[config.mk]
export PLATFORM = sky130hd
export DESIGN_NAME = alu_share_ctrl_flat
export DESIGN_NICKNAME = d
export VERILOG_FILES = /design/src/rtl/alu_ops_pkg.sv /design/src/rtl/alu_share_ctrl_if.sv /design/src/rtl/rr_arb2.sv /design/src/rtl/alu_share_ctrl.sv /design/src/flat_wrapper.sv
export SDC_FILE = /design/constraint.sdc
export NUM_CORES = 1
export LEC_CHECK = 0
export ABC_AREA = 1
export BUFFER_PORTS_ARGS = -buffer_cell sky130_fd_sc_hd__buf_2
export CELL_PAD_IN_SITES_DETAIL_PLACEMENT = 0
export CELL_PAD_IN_SITES_GLOBAL_PLACEMENT = 2
export CORE_AREA = 2 2 237 239
export CTS_CLUSTER_DIAMETER = 40
export DETAILED_ROUTE_END_ITERATION = 7
export DIE_AREA = 0 0 239 241
export PLACE_DENSITY_LB_ADDON = 0.1
export SYNTH_ARGS = -nofsm -noshare
export SYNTH_HDL_FRONTEND = slang
export SYNTH_SLANG_ARGS = --single-unit
[constraint.sdc]
create_clock -name clk -period 12.6 [get_ports clk]
set_clock_uncertainty 0.05 [all_clocks]
set_input_delay 3.15 -clock clk [delete_from_list [all_inputs] [get_ports clk]]
set_output_delay 3.15 -clock clk [all_outputs]
set_load 0.05 [all_outputs]
[src/rtl/alu_ops_pkg.sv]
// Shared definitions for the shared-ALU controller: op codes, branch-op
// classification, FSM state encoding and the latched request payload.
package alu_ops_pkg;

    localparam int unsigned ALU_WIDTH = 64;
    localparam int unsigned ALU_OP_W  = 4;

    localparam logic [ALU_OP_W-1:0] OP_AND  = 4'b0000;
    localparam logic [ALU_OP_W-1:0] OP_OR   = 4'b0001;
    localparam logic [ALU_OP_W-1:0] OP_ADD  = 4'b0010;
    localparam logic [ALU_OP_W-1:0] OP_SLLI = 4'b0011;
    localparam logic [ALU_OP_W-1:0] OP_BEQ  = 4'b0101;
    localparam logic [ALU_OP_W-1:0] OP_SUB  = 4'b0110;
    localparam logic [ALU_OP_W-1:0] OP_BLT  = 4'b1000;
    localparam logic [ALU_OP_W-1:0] OP_BGE  = 4'b1010;
    localparam logic [ALU_OP_W-1:0] OP_NOR  = 4'b1100;
    localparam logic [ALU_OP_W-1:0] OP_JAL  = 4'b1110;

    typedef enum logic [1:0] {
        ST_IDLE  = 2'b00,
        ST_ISSUE = 2'b01,
        ST_WAIT  = 2'b10,
        ST_RESP  = 2'b11
    } state_t;

    typedef struct packed {
        logic [ALU_WIDTH-1:0] a;
        logic [ALU_WIDTH-1:0] b;
        logic [ALU_OP_W-1:0]  op;
    } alu_req_t;

    // Ops whose ALU flag is meaningful; all others leave it stale.
    function automatic logic is_branch_op(input logic [ALU_OP_W-1:0] op);
        return (op == OP_BEQ) || (op == OP_BLT) || (op == OP_BGE) || (op == OP_JAL);
    endfunction

endpackage

[src/rtl/alu_share_ctrl_if.sv]
// Bundle of the two requester ports and the shared-ALU port.
//   slave  : view of the controller (accepts requests, masters the ALU)
//   master : view of the surrounding execute stage (requesters + ALU)
interface alu_share_ctrl_if;
    import alu_ops_pkg::*;

    logic                 req_valid_0, req_valid_1;
    logic                 req_ready_0, req_ready_1;
    logic [ALU_WIDTH-1:0] req_a_0, req_a_1;
    logic [ALU_WIDTH-1:0] req_b_0, req_b_1;
    logic [ALU_OP_W-1:0]  req_op_0, req_op_1;
    logic                 rsp_valid_0, rsp_valid_1;
    logic                 rsp_ready_0, rsp_ready_1;
    logic [ALU_WIDTH-1:0] rsp_result_0, rsp_result_1;
    logic                 rsp_zero_0, rsp_zero_1;
    logic [ALU_WIDTH-1:0] alu_a, alu_b;
    logic [ALU_OP_W-1:0]  alu_op;
    logic [ALU_WIDTH-1:0] alu_result;
    logic                 alu_zero;

    modport slave (
        input  req_valid_0, req_valid_1, req_a_0, req_a_1, req_b_0, req_b_1,
               req_op_0, req_op_1, rsp_ready_0, rsp_ready_1, alu_result, alu_zero,
        output req_ready_0, req_ready_1, rsp_valid_0, rsp_valid_1,
               rsp_result_0, rsp_result_1, rsp_zero_0, rsp_zero_1, alu_a, alu_b, alu_op
    );

    modport master (
        output req_valid_0, req_valid_1, req_a_0, req_a_1, req_b_0, req_b_1,
               req_op_0, req_op_1, rsp_ready_0, rsp_ready_1, alu_result, alu_zero,
        input  req_ready_0, req_ready_1, rsp_valid_0, rsp_valid_1,
               rsp_result_0, rsp_result_1, rsp_zero_0, rsp_zero_1, alu_a, alu_b, alu_op
    );

endinterface

[src/rtl/rr_arb2.sv]
// Two-way round-robin arbiter, purely combinational.
//   i_valid      : request valids, bit per port
//   i_last_grant : port granted most recently
//   o_grant_c    : one-hot grant (zero when nothing is valid)
module rr_arb2 (
    input  logic [1:0] i_valid,
    input  logic       i_last_grant,
    output logic [1:0] o_grant_c
);

    always_comb begin
        o_grant_c = 2'b00;
        case (i_valid)
            2'b01:   o_grant_c = 2'b01;
            2'b10:   o_grant_c = 2'b10;
            // Tie: the port that did not win last time goes first.
            2'b11:   o_grant_c = i_last_grant ? 2'b01 : 2'b10;
            default: o_grant_c = 2'b00;
        endcase
    end

endmodule

[src/rtl/alu_share_ctrl.sv]
// Shares one external ALU between two requesters, one op in flight.
//   clk, reset : clock and asynchronous active-high reset
//   bus        : requester ports 0/1 (valid/ready request, valid/ready response)
//                and the shared-ALU operands/op out, result/flag in
module alu_share_ctrl
    import alu_ops_pkg::*;
#(
    parameter int unsigned WIDTH     = ALU_WIDTH,
    parameter int unsigned OP_W      = ALU_OP_W,
    parameter int unsigned PRIO_INIT = 1
) (
    input  logic            clk,
    input  logic            reset,
    alu_share_ctrl_if.slave bus
);

    state_t           r_state;
    state_t           w_next_state;
    logic             r_last_grant;
    logic             r_grant_id;
    alu_req_t         r_req;
    alu_req_t         w_win_req;
    logic [WIDTH-1:0] r_rsp_result;
    logic             r_rsp_zero;
    logic [1:0]       r_rsp_valid;
    logic [1:0]       w_grant;
    logic             w_req_ready_0;
    logic             w_req_ready_1;
    logic             w_accept;
    logic             w_rsp_ready;
    logic             w_rsp_fire;
    logic [OP_W-1:0]  w_op;

    rr_arb2 u_arb (
        .i_valid      ({bus.req_valid_1, bus.req_valid_0}),
        .i_last_grant (r_last_grant),
        .o_grant_c    (w_grant)
    );

    // State register
    always_ff @(posedge clk or posedge reset) begin
        if (reset) begin
            r_state <= ST_IDLE;
        end else begin
            r_state <= w_next_state;
        end
    end

    // Next-state logic
    always_comb begin
        w_next_state = r_state;
        case (r_state)
            ST_IDLE:  if (w_accept) w_next_state = ST_ISSUE;
            ST_ISSUE: w_next_state = ST_WAIT;
            ST_WAIT:  w_next_state = ST_RESP;
            ST_RESP:  if (w_rsp_fire) w_next_state = ST_IDLE;
            default:  w_next_state = ST_IDLE;
        endcase
    end

    // Output / handshake decode; ready is held low during reset so every output is 0
    always_comb begin
        w_req_ready_0 = 1'b0;
        w_req_ready_1 = 1'b0;
        if ((r_state == ST_IDLE) && !reset) begin
            w_req_ready_0 = w_grant[0];
            w_req_ready_1 = w_grant[1];
        end
        w_accept    = w_req_ready_0 | w_req_ready_1;
        w_rsp_ready = r_grant_id ? bus.rsp_ready_1 : bus.rsp_ready_0;
        w_rsp_fire  = (r_state == ST_RESP) && w_rsp_ready;
        w_win_req   = w_grant[1] ? '{a: bus.req_a_1, b: bus.req_b_1, op: bus.req_op_1}
                                 : '{a: bus.req_a_0, b: bus.req_b_0, op: bus.req_op_0};
        w_op        = r_req.op;
    end

    // Request latch, response capture and round-robin history
    always_ff @(posedge clk or posedge reset) begin
        if (reset) begin
            r_req        <= '0;
            r_grant_id   <= 1'b0;
            r_last_grant <= 1'(PRIO_INIT);
            r_rsp_result <= '0;
            r_rsp_zero   <= 1'b0;
            r_rsp_valid  <= 2'b00;
        end else begin
            if (w_accept) begin
                r_req      <= w_win_req;
                r_grant_id <= w_grant[1];
            end
            // ALU flag register has sampled the ISSUE operands by now.
            if (r_state == ST_WAIT) begin
                r_rsp_result <= bus.alu_result;
                r_rsp_zero   <= is_branch_op(w_op) & bus.alu_zero;
                r_rsp_valid  <= r_grant_id ? 2'b10 : 2'b01;
            end
            if (w_rsp_fire) begin
                r_rsp_valid  <= 2'b00;
                r_last_grant <= r_grant_id;
            end
        end
    end

    assign bus.req_ready_0  = w_req_ready_0;
    assign bus.req_ready_1  = w_req_ready_1;
    assign bus.rsp_valid_0  = r_rsp_valid[0];
    assign bus.rsp_valid_1  = r_rsp_valid[1];
    assign bus.rsp_result_0 = r_rsp_result;
    assign bus.rsp_result_1 = r_rsp_result;
    assign bus.rsp_zero_0   = r_rsp_zero;
    assign bus.rsp_zero_1   = r_rsp_zero;
    assign bus.alu_a        = r_req.a;
    assign bus.alu_b        = r_req.b;
    assign bus.alu_op       = r_req.op;

endmodule

[src/flat_wrapper.sv]
// flat-port wrapper written by rule: the top's interface ports become plain ports
module alu_share_ctrl_flat import alu_ops_pkg::*;
#(
    parameter int unsigned WIDTH     = ALU_WIDTH,
    parameter int unsigned OP_W      = ALU_OP_W,
    parameter int unsigned PRIO_INIT = 1
)
  (clk, reset, bus_req_valid_0, bus_req_valid_1, bus_req_a_0, bus_req_a_1, bus_req_b_0, bus_req_b_1, bus_req_op_0, bus_req_op_1, bus_rsp_ready_0, bus_rsp_ready_1, bus_alu_result, bus_alu_zero, bus_req_ready_0, bus_req_ready_1, bus_rsp_valid_0, bus_rsp_valid_1, bus_rsp_result_0, bus_rsp_result_1, bus_rsp_zero_0, bus_rsp_zero_1, bus_alu_a, bus_alu_b, bus_alu_op);
  alu_share_ctrl_if bus_i ();
  input  logic clk;
  input  logic reset;
  input wire logic [$bits(bus_i.req_valid_0)-1:0] bus_req_valid_0;
  input wire logic [$bits(bus_i.req_valid_1)-1:0] bus_req_valid_1;
  input wire logic [$bits(bus_i.req_a_0)-1:0] bus_req_a_0;
  input wire logic [$bits(bus_i.req_a_1)-1:0] bus_req_a_1;
  input wire logic [$bits(bus_i.req_b_0)-1:0] bus_req_b_0;
  input wire logic [$bits(bus_i.req_b_1)-1:0] bus_req_b_1;
  input wire logic [$bits(bus_i.req_op_0)-1:0] bus_req_op_0;
  input wire logic [$bits(bus_i.req_op_1)-1:0] bus_req_op_1;
  input wire logic [$bits(bus_i.rsp_ready_0)-1:0] bus_rsp_ready_0;
  input wire logic [$bits(bus_i.rsp_ready_1)-1:0] bus_rsp_ready_1;
  input wire logic [$bits(bus_i.alu_result)-1:0] bus_alu_result;
  input wire logic [$bits(bus_i.alu_zero)-1:0] bus_alu_zero;
  output wire logic [$bits(bus_i.req_ready_0)-1:0] bus_req_ready_0;
  output wire logic [$bits(bus_i.req_ready_1)-1:0] bus_req_ready_1;
  output wire logic [$bits(bus_i.rsp_valid_0)-1:0] bus_rsp_valid_0;
  output wire logic [$bits(bus_i.rsp_valid_1)-1:0] bus_rsp_valid_1;
  output wire logic [$bits(bus_i.rsp_result_0)-1:0] bus_rsp_result_0;
  output wire logic [$bits(bus_i.rsp_result_1)-1:0] bus_rsp_result_1;
  output wire logic [$bits(bus_i.rsp_zero_0)-1:0] bus_rsp_zero_0;
  output wire logic [$bits(bus_i.rsp_zero_1)-1:0] bus_rsp_zero_1;
  output wire logic [$bits(bus_i.alu_a)-1:0] bus_alu_a;
  output wire logic [$bits(bus_i.alu_b)-1:0] bus_alu_b;
  output wire logic [$bits(bus_i.alu_op)-1:0] bus_alu_op;
  assign bus_i.req_valid_0 = bus_req_valid_0;
  assign bus_i.req_valid_1 = bus_req_valid_1;
  assign bus_i.req_a_0 = bus_req_a_0;
  assign bus_i.req_a_1 = bus_req_a_1;
  assign bus_i.req_b_0 = bus_req_b_0;
  assign bus_i.req_b_1 = bus_req_b_1;
  assign bus_i.req_op_0 = bus_req_op_0;
  assign bus_i.req_op_1 = bus_req_op_1;
  assign bus_i.rsp_ready_0 = bus_rsp_ready_0;
  assign bus_i.rsp_ready_1 = bus_rsp_ready_1;
  assign bus_i.alu_result = bus_alu_result;
  assign bus_i.alu_zero = bus_alu_zero;
  assign bus_req_ready_0 = bus_i.req_ready_0;
  assign bus_req_ready_1 = bus_i.req_ready_1;
  assign bus_rsp_valid_0 = bus_i.rsp_valid_0;
  assign bus_rsp_valid_1 = bus_i.rsp_valid_1;
  assign bus_rsp_result_0 = bus_i.rsp_result_0;
  assign bus_rsp_result_1 = bus_i.rsp_result_1;
  assign bus_rsp_zero_0 = bus_i.rsp_zero_0;
  assign bus_rsp_zero_1 = bus_i.rsp_zero_1;
  assign bus_alu_a = bus_i.alu_a;
  assign bus_alu_b = bus_i.alu_b;
  assign bus_alu_op = bus_i.alu_op;
  alu_share_ctrl #(.WIDTH(WIDTH), .OP_W(OP_W), .PRIO_INIT(PRIO_INIT)) u_core (.clk(clk), .reset(reset), .bus(bus_i));
endmodule
==> results of run 1 <==
## flip-flops by register name (all words and copies together), names as in the netlist
| signal | cells |
|---|---|
| u_core.r_grant_id | 1 |
| u_core.bus.alu_b | 64 |
| u_core.r_last_grant | 1 |
| u_core.r_rsp_valid | 2 |
| u_core.bus.rsp_result_0 | 64 |
| u_core.bus.alu_op | 4 |
| u_core.bus.alu_a | 64 |
| u_core.bus.rsp_zero_0 | 1 |
| u_core.r_state | 2 |
## critical path: stages
cell and delay [ns]:
buf_2 0.13, inv_8 0.46, nand3_1 0.22, inv_1 0.08, buf_2 0.25
## how the worst min path moves through the flow
stage          slack (ns)                  from              endpoint  cells past startpoint
6_report             0.42  u_core.bus.alu_b[48]  u_core.bus.alu_b[48]                      2
5_1_grt              0.43   u_core.bus.alu_a[9]   u_core.bus.alu_a[9]                      2
4_1_cts              0.42  u_core.bus.alu_b[51]  u_core.bus.alu_b[51]                      2
3_5_place_dp         0.41  u_core.bus.alu_a[62]  u_core.bus.alu_a[62]                      2
3_3_place_gp         0.41  u_core.bus.alu_a[38]  u_core.bus.alu_a[38]                      2
2_1_floorplan        0.42     u_core.r_state[0]     u_core.r_state[0]                      2
## cell type report
class                   instances  area [sq um]  share of cell area (%)
well taps                     704           881                    5.84
diodes                          6          15.0                  0.0995
repair buffers                610          3080                    20.4
multi-input cells             884          3580                    23.7
clock buffers                  64          1420                    9.38
clock inverters                32           474                    3.14
inverters                     147           562                    3.72
flip-flops and latches        203          5080                    33.7
## routing by layer
layer	vias to the layer above	global-route usage [%]	part of all wire, %	wire, microns
met3	76	6.24	9.2	4160
li1	5125	-	-	-
met1	4603	16.8	38	17300
met5	-	0	0.30	138
met4	22	4.85	2.0	899
met2	366	27.3	50	22800
## metrics by stage
| stage | cell area, sq um | setup WS, ns |
|---|---|---|
| floorplan | 10000 | 1.07 |
| global placement | 13200 | 5.01 |
| detailed placement | 13200 | 4.98 |
| CTS | 15100 | 4.98 |
| global route | 15100 | 4.88 |
| finish | 15100 | 5.04 |
## power breakdown
group	total [uW]	internal, uW	leakage (uW)	switching, uW
sequential	1160	959	0.00253	199
clock	1440	1000	0.000916	440
combinational	2600	506	0.00550	2100
total	5200	2470	0.00895	2740
## logic make-up (layout without fill, tap and decap cells)
logic type,after synthesis,count (layout),synth area share [%]
AND/OR/NAND/NOR,733,733,27.5
other,0,6,0
AO/OA/AOI/OAI,147,147,7.51
adder cells (fa/ha/maj),4,4,0.499
flip-flops,203,203,50.7
buffers and inverters,285,853,13.8
## synth_stat cells (all sizes together)
cell | number | share of area, %
o21ai | 143 | 7.1
or2 | 1 | 0.062
o2111a | 1 | 0.11
inv | 147 | 5.5
ha | 4 | 0.50
clkbuf | 34 | 1.3
buf | 104 | 7.0
dfrtp | 202 | 50
dfstp | 1 | 0.26
a21oi | 2 | 0.14
nand2 | 727 | 27
o211ai | 1 | 0.12
nand3 | 5 | 0.25
==> results.py, run 1 <==
metrics = {
    "worst_setup_path": {
        "cp-end-kind": "output pin",
        "cp.required_ns": 9.40,
        "critPathKind": "primary input to output pin",
        "r2r_start": "u_core.r_state[0]",
        "crit_end": "bus_req_ready_1",
        "arrival_ns": 4.36,
        "reg2reg_depth": 7,
        "ff2ff_setup_slack_ns": 9.76,
        "critPathLaunch": "reset",
        "reg2reg_to": "u_core.bus.alu_a[33]",
        "worstPathMaxFanout": 86,
        "startpoint_type": "primary input",
    },
    "floorplanning": {
        "die_h_microns": 241,
        "std_cell_rows": 86,
        "pin_count": 601,
        "initial_core_util_pct": 18.3,
        "die_area_sq_um": 57600,
        "core_sq_um": 54900,
        "die_w_microns": 239,
    },
    "sta": {
        "drv_slew": 0,
        "finalHoldViolations": 0,
        "whs_ns": 0.417,
        "finalSetupViolCount": 0,
        "tightest_slew_ns": 0.965,
        "period_share_pct": 60.0,
        "max_slew_margin_pct": 35.6,
        "rsz0062_at_grt": "false",
        "min_period_ns": 7.56,
        "setup_tns_ns": 0,
        "max_freq_mhz": 132,
    },
    "power_and_ir_drop": {
        "p_leak_uw": 0.00895,
        "finalPower_uw": 5200,
        "power_density_nw_per_um2": 345,
        "vdd_drop_max_mv": 0.159,
    },
    "cts": {
        "cts_buffers": 51,
        "worstSkewPairLatency_ns": 0.58,
        "ctsLongestPathBuffers": 3,
        "cts_sinks": 203,
        "clk_pin_slew_ns": 0.04,
        "cts_setup_buffers": 0,
        "ctsHoldBuffers": 0,
        "cts_resized": 0,
        "cts_tree": "yes",
        "cts_root_buf": "clkbuf_16",
        "htreeDepth": 2,
    },
    "flow_run": {
        "drv_cap": 0,
    },
    "layout": {
        "nFillCells": 6159,
        "utilization_pct": 27.5,
        "drive_gt1_share_pct": 36.6,
        "final_common_cell": "nand2_1",
        "final_cell_mix": "nand2_1 (727), buf_2 (600), dfrtp_1 (202)",
        "nNetsFinal": 2236,
        "final_cells": 2650,
        "area_growth_pct": 50.4,
    },
    "detailed_routing": {
        "vias_per_cell": 3.85,
        "drt_iter0_drc": 371,
        "drc": 0,
        "avgRoutedWirePerCell_microns": 17.1,
        "drt.antenna.violating_nets": 0,
        "vias": 10200,
        "drt_first_pass_iters": 6,
        "finalWirelength_mm": 45.3,
    },
    "global_route": {
        "grt_remaining_overflow": 0,
        "grt_usage_pct": 15.4,
        "grt_pass1_vias": 10400,
        "grt_max_degree": 95,
        "antenna_found_initial": 17,
        "grt_pass1_wl_mm": 65.7,
    },
    "yosys": {
        "syn-num-nets": 1711,
        "yosysWarnings": 0,
        "synth.cell_area_sq_um": 10000,
        "yosys.cell_types.count": 19,
        "syn_area_per_cell_sq_um": 7.31,
        "ys_seq_elements": 203,
        "synthCells": 1372,
        "yosysSeqAreaShare_pct": 50.7,
    },
    "placement": {
        "dpl.hpwl_mm": 33.7,
        "dpl.cell_count": 2548,
        "portBuffers": 600,
        "place_congestion": 0.762,
    },
    "min_path": {
        "hp-class": "flop to flop",
    },
    "outcome": {
        "status": "completed",
    },
}
(Power assumes the default switching activity.)
==> run 2, diff against run 1 <==
--- a/config.mk
+++ b/config.mk
@@ -9,10 +9,10 @@
 export BUFFER_PORTS_ARGS = -buffer_cell sky130_fd_sc_hd__buf_2
 export CELL_PAD_IN_SITES_DETAIL_PLACEMENT = 0
 export CELL_PAD_IN_SITES_GLOBAL_PLACEMENT = 2
-export CORE_AREA = 2 2 237 239
+export CORE_AREA = 2 2 234 236
 export CTS_CLUSTER_DIAMETER = 40
 export DETAILED_ROUTE_END_ITERATION = 7
-export DIE_AREA = 0 0 239 241
+export DIE_AREA = 0 0 236 238
 export PLACE_DENSITY_LB_ADDON = 0.1
 export SYNTH_ARGS = -nofsm -noshare
 export SYNTH_HDL_FRONTEND = slang
==> constraint.sdc (replaced) <==
create_clock -name clk -period 6.9 [get_ports clk]
set_clock_uncertainty 0.05 [all_clocks]
set_input_delay 1.725 -clock clk [delete_from_list [all_inputs] [get_ports clk]]
set_output_delay 1.725 -clock clk [all_outputs]
set_load 0.05 [all_outputs]
==> results.py, run 2 (same netlist as run 1, synthesis figures left out) <==
metrics = {
    "layout": {
        "nFillCells": 6003,
        "nNetsFinal": 2243,
        "final_cell_area_sq_um": 15300,
        "final_common_cell": "nand2_1",
        "final_cell_mix": "nand2_1 (727), buf_2 (600), dfrtp_1 (202)",
        "utilization_pct": 28.6,
        "area_growth_pct": 52.4,
        "drive_gt1_share_pct": 36.9,
    },
    "placement": {
        "dpl.hpwl_mm": 33.5,
        "dpl_cell_area_sq_um": 13200,
        "place_congestion": 0.752,
        "place_ws_ns": 1.57,
        "portBuffers": 600,
    },
    "outcome": {
        "status": "completed",
    },
    "worst_setup_path": {
        "cp-end-kind": "output pin",
        "ff2ff_setup_slack_ns": 4.06,
        "cp_top_family": "buffers and inverters",
        "critPathKind": "primary input to output pin",
        "path_buf_inv": 4,
        "slowest_stage": "clkinvlp_4",
        "r2r_start": "u_core.r_state[0]",
        "worstPathCellList": "buf_2 > clkinvlp_4 > nand3_1 > inv_1 > buf_2",
        "timing.critical_path.mode_cell": "buf_2",
        "critPathLaunch": "reset",
        "reg2reg_depth": 7,
        "slowest_delay_ns": 0.82,
        "cp.required_ns": 5.12,
        "startpoint_type": "primary input",
        "arrival_ns": 3.40,
        "reg2reg_to": "u_core.bus.alu_op[1]",
        "worstPathMaxFanout": 44,
    },
    "cts": {
        "clk_pin_slew_ns": 0.04,
        "worstSkewPairLatency_ns": 0.58,
        "cts_buffers": 56,
        "cts_setup_buffers": 0,
        "cts_tree": "yes",
        "cts_sinks": 203,
        "cts_resized": 0,
        "cts_root_buf": "clkbuf_16",
        "htreeDepth": 2,
        "ctsHoldBuffers": 0,
        "ctsLongestPathBuffers": 3,
    },
    "sta": {
        "drv_slew": 0,
        "finalHoldViolations": 0,
        "whs_ns": 0.415,
        "min_period_ns": 5.18,
        "max_freq_mhz": 193,
        "finalSetupViolCount": 0,
        "rsz0062_at_grt": "false",
        "period_share_pct": 75.1,
        "timing.final.ws_setup_ns": 1.72,
        "tightest_slew_ns": 1.10,
        "max_slew_margin_pct": 26.6,
    },
    "detailed_routing": {
        "drc": 0,
        "wl_met3_mm": 4.02,
        "avgRoutedWirePerCell_microns": 17.0,
        "finalWirelength_mm": 45.1,
        "dr.max_layer_used": "met5",
        "drt_iter0_drc": 378,
        "vias": 10200,
        "wl_met2_mm": 22.9,
        "vias_per_cell": 3.86,
        "m1WireLength_mm": 17.1,
        "drt_first_pass_iters": 5,
        "drt.antenna.violating_nets": 0,
    },
    "floorplanning": {
        "die_area_sq_um": 56200,
        "die_h_microns": 238,
        "std_cell_rows": 85,
        "initial_core_util_pct": 18.8,
        "pin_count": 601,
        "die_w_microns": 236,
        "core_sq_um": 53500,
    },
    "global_route": {
        "grt_usage_pct": 15.7,
        "antenna_found_initial": 19,
        "grt_remaining_overflow": 0,
        "grt_pass1_vias": 10300,
        "grt_pass1_wl_mm": 66.1,
        "grt_max_degree": 116,
    },
    "power_and_ir_drop": {
        "vdd_drop_max_mv": 0.310,
        "power_density_nw_per_um2": 636,
        "p_leak_uw": 0.00906,
    },
    "flow_run": {
        "drv_cap": 0,
    },
    "min_path": {
        "min_to": "u_core.bus.alu_b[43]",
        "worstHoldStart": "u_core.bus.alu_b[43]",
        "min_path_cells": 2,
        "hp-class": "flop to flop",
    },
}
-- run 2: changes by cell type in the layout (fill, tap and decap cells not counted) --
cell	delta
bufinv_16	+2
diode_2	-1
clkbuf_8	+4
inv_16	-2
clkbuf_16	+5
buf_4	+2
clkinv_2	-1
clkinv_8	+1
inv_8	-1
clkinv_4	-1
-- run 2: area by class of cell --
class,instances,area [sq um],share of cell area [%]
sequential,203,5080,33.2
multi-input combinational,884,3580,23.4
timing repair buffer,612,3090,20.2
clock inverter,30,489,3.20
tap,696,871,5.70
clock buffer,73,1600,10.4
antenna,5,12.5,0.0819
inverter,147,558,3.65
-- run 2: routing by layer --
| layer | GRT usage (%) | vias up |
|---|---|---|
| li1 | - | 5132 |
| met1 | 16.8 | 4613 |
| met2 | 28.2 | 362 |
| met3 | 6.57 | 90 |
| met4 | 4.40 | 24 |
| met5 | 0 | - |
-- run 2: through the flow --
| step | total power [uW] | setup TNS [ns] | std cells |
|---|---|---|---|
| global placement | 6970 | 0 | 2542 |
| finish | 9720 | 0 | 2650 |
| detailed placement | 6980 | 0 | 2542 |
| global route | 10300 | 0 | 2647 |
| CTS | 9920 | 0 | 2645 |
| floorplan | 5830 | -0.538 | 1372 |
-- run 2: how the worst max path moves through the flow --
stage,to,depth (start not counted),slack (ns)
2_1_floorplan,bus_req_ready_1,3,-0.27
5_1_grt,bus_req_ready_1,5,1.45
4_1_cts,bus_req_ready_1,5,1.56
6_report,bus_req_ready_1,5,1.72
3_3_place_gp,bus_req_ready_1,5,1.60
3_5_place_dp,bus_req_ready_1,5,1.57
-- run 2: report_power, final --
group          internal [uW]  leakage (uW)  switching (uW)
clock network           2050       0.00101             808
registers               1750       0.00253             365
logic                    927       0.00551            3820
total                   4730       0.00906            4990
-- run 2: worst reg2reg max path, stage by stage (launching register included) --
cell      delay [ns]
dfrtp_1         0.39
inv_1           0.12
ha_1            0.33
o211ai_4        0.11
buf_4           0.38
inv_4           0.66
buf_4           0.52
o21ai_0         0.13
==> run 3, diff against run 2 <==
--- a/config.mk
+++ b/config.mk
@@ -9,10 +9,10 @@
 export BUFFER_PORTS_ARGS = -buffer_cell sky130_fd_sc_hd__buf_2
 export CELL_PAD_IN_SITES_DETAIL_PLACEMENT = 0
 export CELL_PAD_IN_SITES_GLOBAL_PLACEMENT = 2
-export CORE_AREA = 2 2 234 236
+export CORE_AREA = 2 2 237 239
 export CTS_CLUSTER_DIAMETER = 40
 export DETAILED_ROUTE_END_ITERATION = 7
-export DIE_AREA = 0 0 236 238
+export DIE_AREA = 0 0 239 241
 export PLACE_DENSITY_LB_ADDON = 0.1
 export SYNTH_ARGS = -nofsm -noshare
 export SYNTH_HDL_FRONTEND = slang
==> constraint.sdc (replaced) <==
create_clock -name clk -period 4.8 [get_ports clk]
set_clock_uncertainty 0.05 [all_clocks]
set_input_delay 1.2 -clock clk [delete_from_list [all_inputs] [get_ports clk]]
set_output_delay 1.2 -clock clk [all_outputs]
set_load 0.05 [all_outputs]
==> results.py, run 3 (same netlist as run 1, synthesis figures left out) <==
metrics = {
    "detailed_routing": {
        "vias": 10200,
        "vias_per_cell": 3.85,
        "drt.antenna.violating_nets": 0,
        "drt_first_pass_iters": 4,
        "drc": 0,
        "finalWirelength_mm": 46.3,
        "avgRoutedWirePerCell_microns": 17.4,
        "drt_iter0_drc": 337,
    },
    "sta": {
        "max_freq_mhz": 291,
        "min_period_ns": 3.44,
        "finalHoldViolations": 0,
        "timing.final.ws_setup_ns": 1.36,
        "whs_ns": 0.419,
        "max_slew_margin_pct": 42.8,
        "tightest_slew_ns": 0.859,
        "setup_tns_ns": 0,
        "finalSetupViolCount": 0,
        "period_share_pct": 71.6,
        "drv_slew": 0,
        "rsz0062_at_grt": "false",
    },
    "worst_setup_path": {
        "path_buf_inv": 4,
        "cp_top_family": "buffers and inverters",
        "critPathKind": "primary input to output pin",
        "slowest_delay_ns": 0.32,
        "crit_end": "bus_req_ready_1",
        "cp-end-kind": "output pin",
        "timing.critical_path.mode_cell": "buf_2",
        "r2r_start": "u_core.r_state[0]",
        "reg2reg_to": "u_core.bus.alu_a[0]",
        "cp.required_ns": 3.55,
        "arrival_ns": 2.19,
        "worstPathMaxFanout": 11,
        "worstPathCellList": "buf_2 > clkinvlp_4 > nand3_1 > inv_1 > buf_2",
        "reg2reg_depth": 7,
        "cp_num_cells": 5,
        "slowest_stage": "clkinvlp_4",
        "startpoint_type": "primary input",
        "ff2ff_setup_slack_ns": 2.41,
        "critPathLaunch": "reset",
    },
    "global_route": {
        "grt_usage_pct": 15.6,
        "grt_remaining_overflow": 0,
        "grt_max_degree": 137,
        "grt_pass1_vias": 10300,
        "antenna_found_initial": 20,
        "grt_pass1_wl_mm": 66.4,
    },
    "min_path": {
        "hp-class": "flop to flop",
    },
    "cts": {
        "cts_setup_buffers": 0,
        "clk_pin_slew_ns": 0.04,
        "cts_resized": 0,
        "cts_root_buf": "clkbuf_16",
        "ctsHoldBuffers": 0,
        "cts_buffers": 53,
        "ctsLongestPathBuffers": 3,
        "cts_tree": "yes",
        "cts_sinks": 203,
        "worstSkewPairLatency_ns": 0.58,
        "htreeDepth": 2,
    },
    "floorplanning": {
        "die_w_microns": 239,
        "die_h_microns": 241,
        "die_area_sq_um": 57600,
        "pin_count": 601,
        "initial_core_util_pct": 18.3,
        "std_cell_rows": 86,
        "core_sq_um": 54900,
    },
    "layout": {
        "final_cell_mix": "nand2_1 (725), buf_2 (600), dfrtp_1 (202)",
        "final_common_cell": "nand2_1",
        "drive_gt1_share_pct": 37.1,
        "area_growth_pct": 52.5,
        "nNetsFinal": 2238,
    },
    "placement": {
        "dpl.hpwl_mm": 34.3,
        "portBuffers": 600,
        "place_congestion": 0.761,
        "place_ws_ns": 1.30,
    },
    "power_and_ir_drop": {
        "p_leak_uw": 0.00904,
        "vdd_drop_max_mv": 0.464,
        "power_density_nw_per_um2": 913,
    },
    "flow_run": {
        "drv_cap": 0,
    },
    "outcome": {
        "status": "completed",
    },
}
-- run 3: through the flow --
step,power (uW),utilization [%],std cells,area (sq um)
after floorplan,8470,-,1372,10200
after global placement,10100,24.1,2548,13200
after detailed placement,10100,24.1,2548,13200
after CTS,14300,27.8,2647,15300
after global routing,14800,27.9,2651,15300
final,14000,27.9,2655,15300
-- run 3: worst min path at each step --
stage	start	endpoint	slack (ns)	cells past startpoint
4_1_cts	u_core.bus.alu_b[29]	u_core.bus.alu_b[29]	0.42	2
3_3_place_gp	u_core.bus.alu_a[36]	u_core.bus.alu_a[36]	0.41	2
3_5_place_dp	u_core.bus.alu_a[25]	u_core.bus.alu_a[25]	0.41	2
5_1_grt	u_core.bus.alu_a[17]	u_core.bus.alu_a[17]	0.43	2
6_report	u_core.bus.alu_a[61]	u_core.bus.alu_a[61]	0.42	2
2_1_floorplan	u_core.r_state[0]	u_core.r_state[0]	0.42	2
-- run 3: layout make-up --
| type | instances | area (sq um) |
|---|---|---|
| diodes | 8 | 20.0 |
| clock buffers | 65 | 1470 |
| clock inverters | 34 | 566 |
| fillers | 6179 | 39600 |
| inverters | 147 | 558 |
| multi-input cells | 884 | 3600 |
| flip-flops and latches | 203 | 5080 |
| well taps | 704 | 881 |
| repair buffers | 610 | 3120 |
-- run 3: worst register-to-register path, cell delays in order, from the launching register on --
cell      delay [ns]
dfrtp_1         0.40
inv_1           0.12
ha_1            0.34
o211ai_4        0.15
inv_4           0.64
buf_12          0.39
nand2_1         0.18
nand2_1         0.06
-- run 3: layer usage --
metal / up-vias / routed length, microns / GRT usage, %
li1: 5130 / - / -
met1: 4634 / 16900 / 16.2
met2: 366 / 23900 / 28.5
met3: 83 / 4380 / 6.62
met4: 22 / 879 / 4.58
met5: - / 148 / 0
-- run 3: power breakdown --
group / switching (uW) / leakage (uW) / internal, uW
sequential: 519 / 0.00253 / 2520
combinational: 5530 / 0.00552 / 1350
clock: 1180 / 0.000987 / 2870
total: 7240 / 0.00904 / 6730
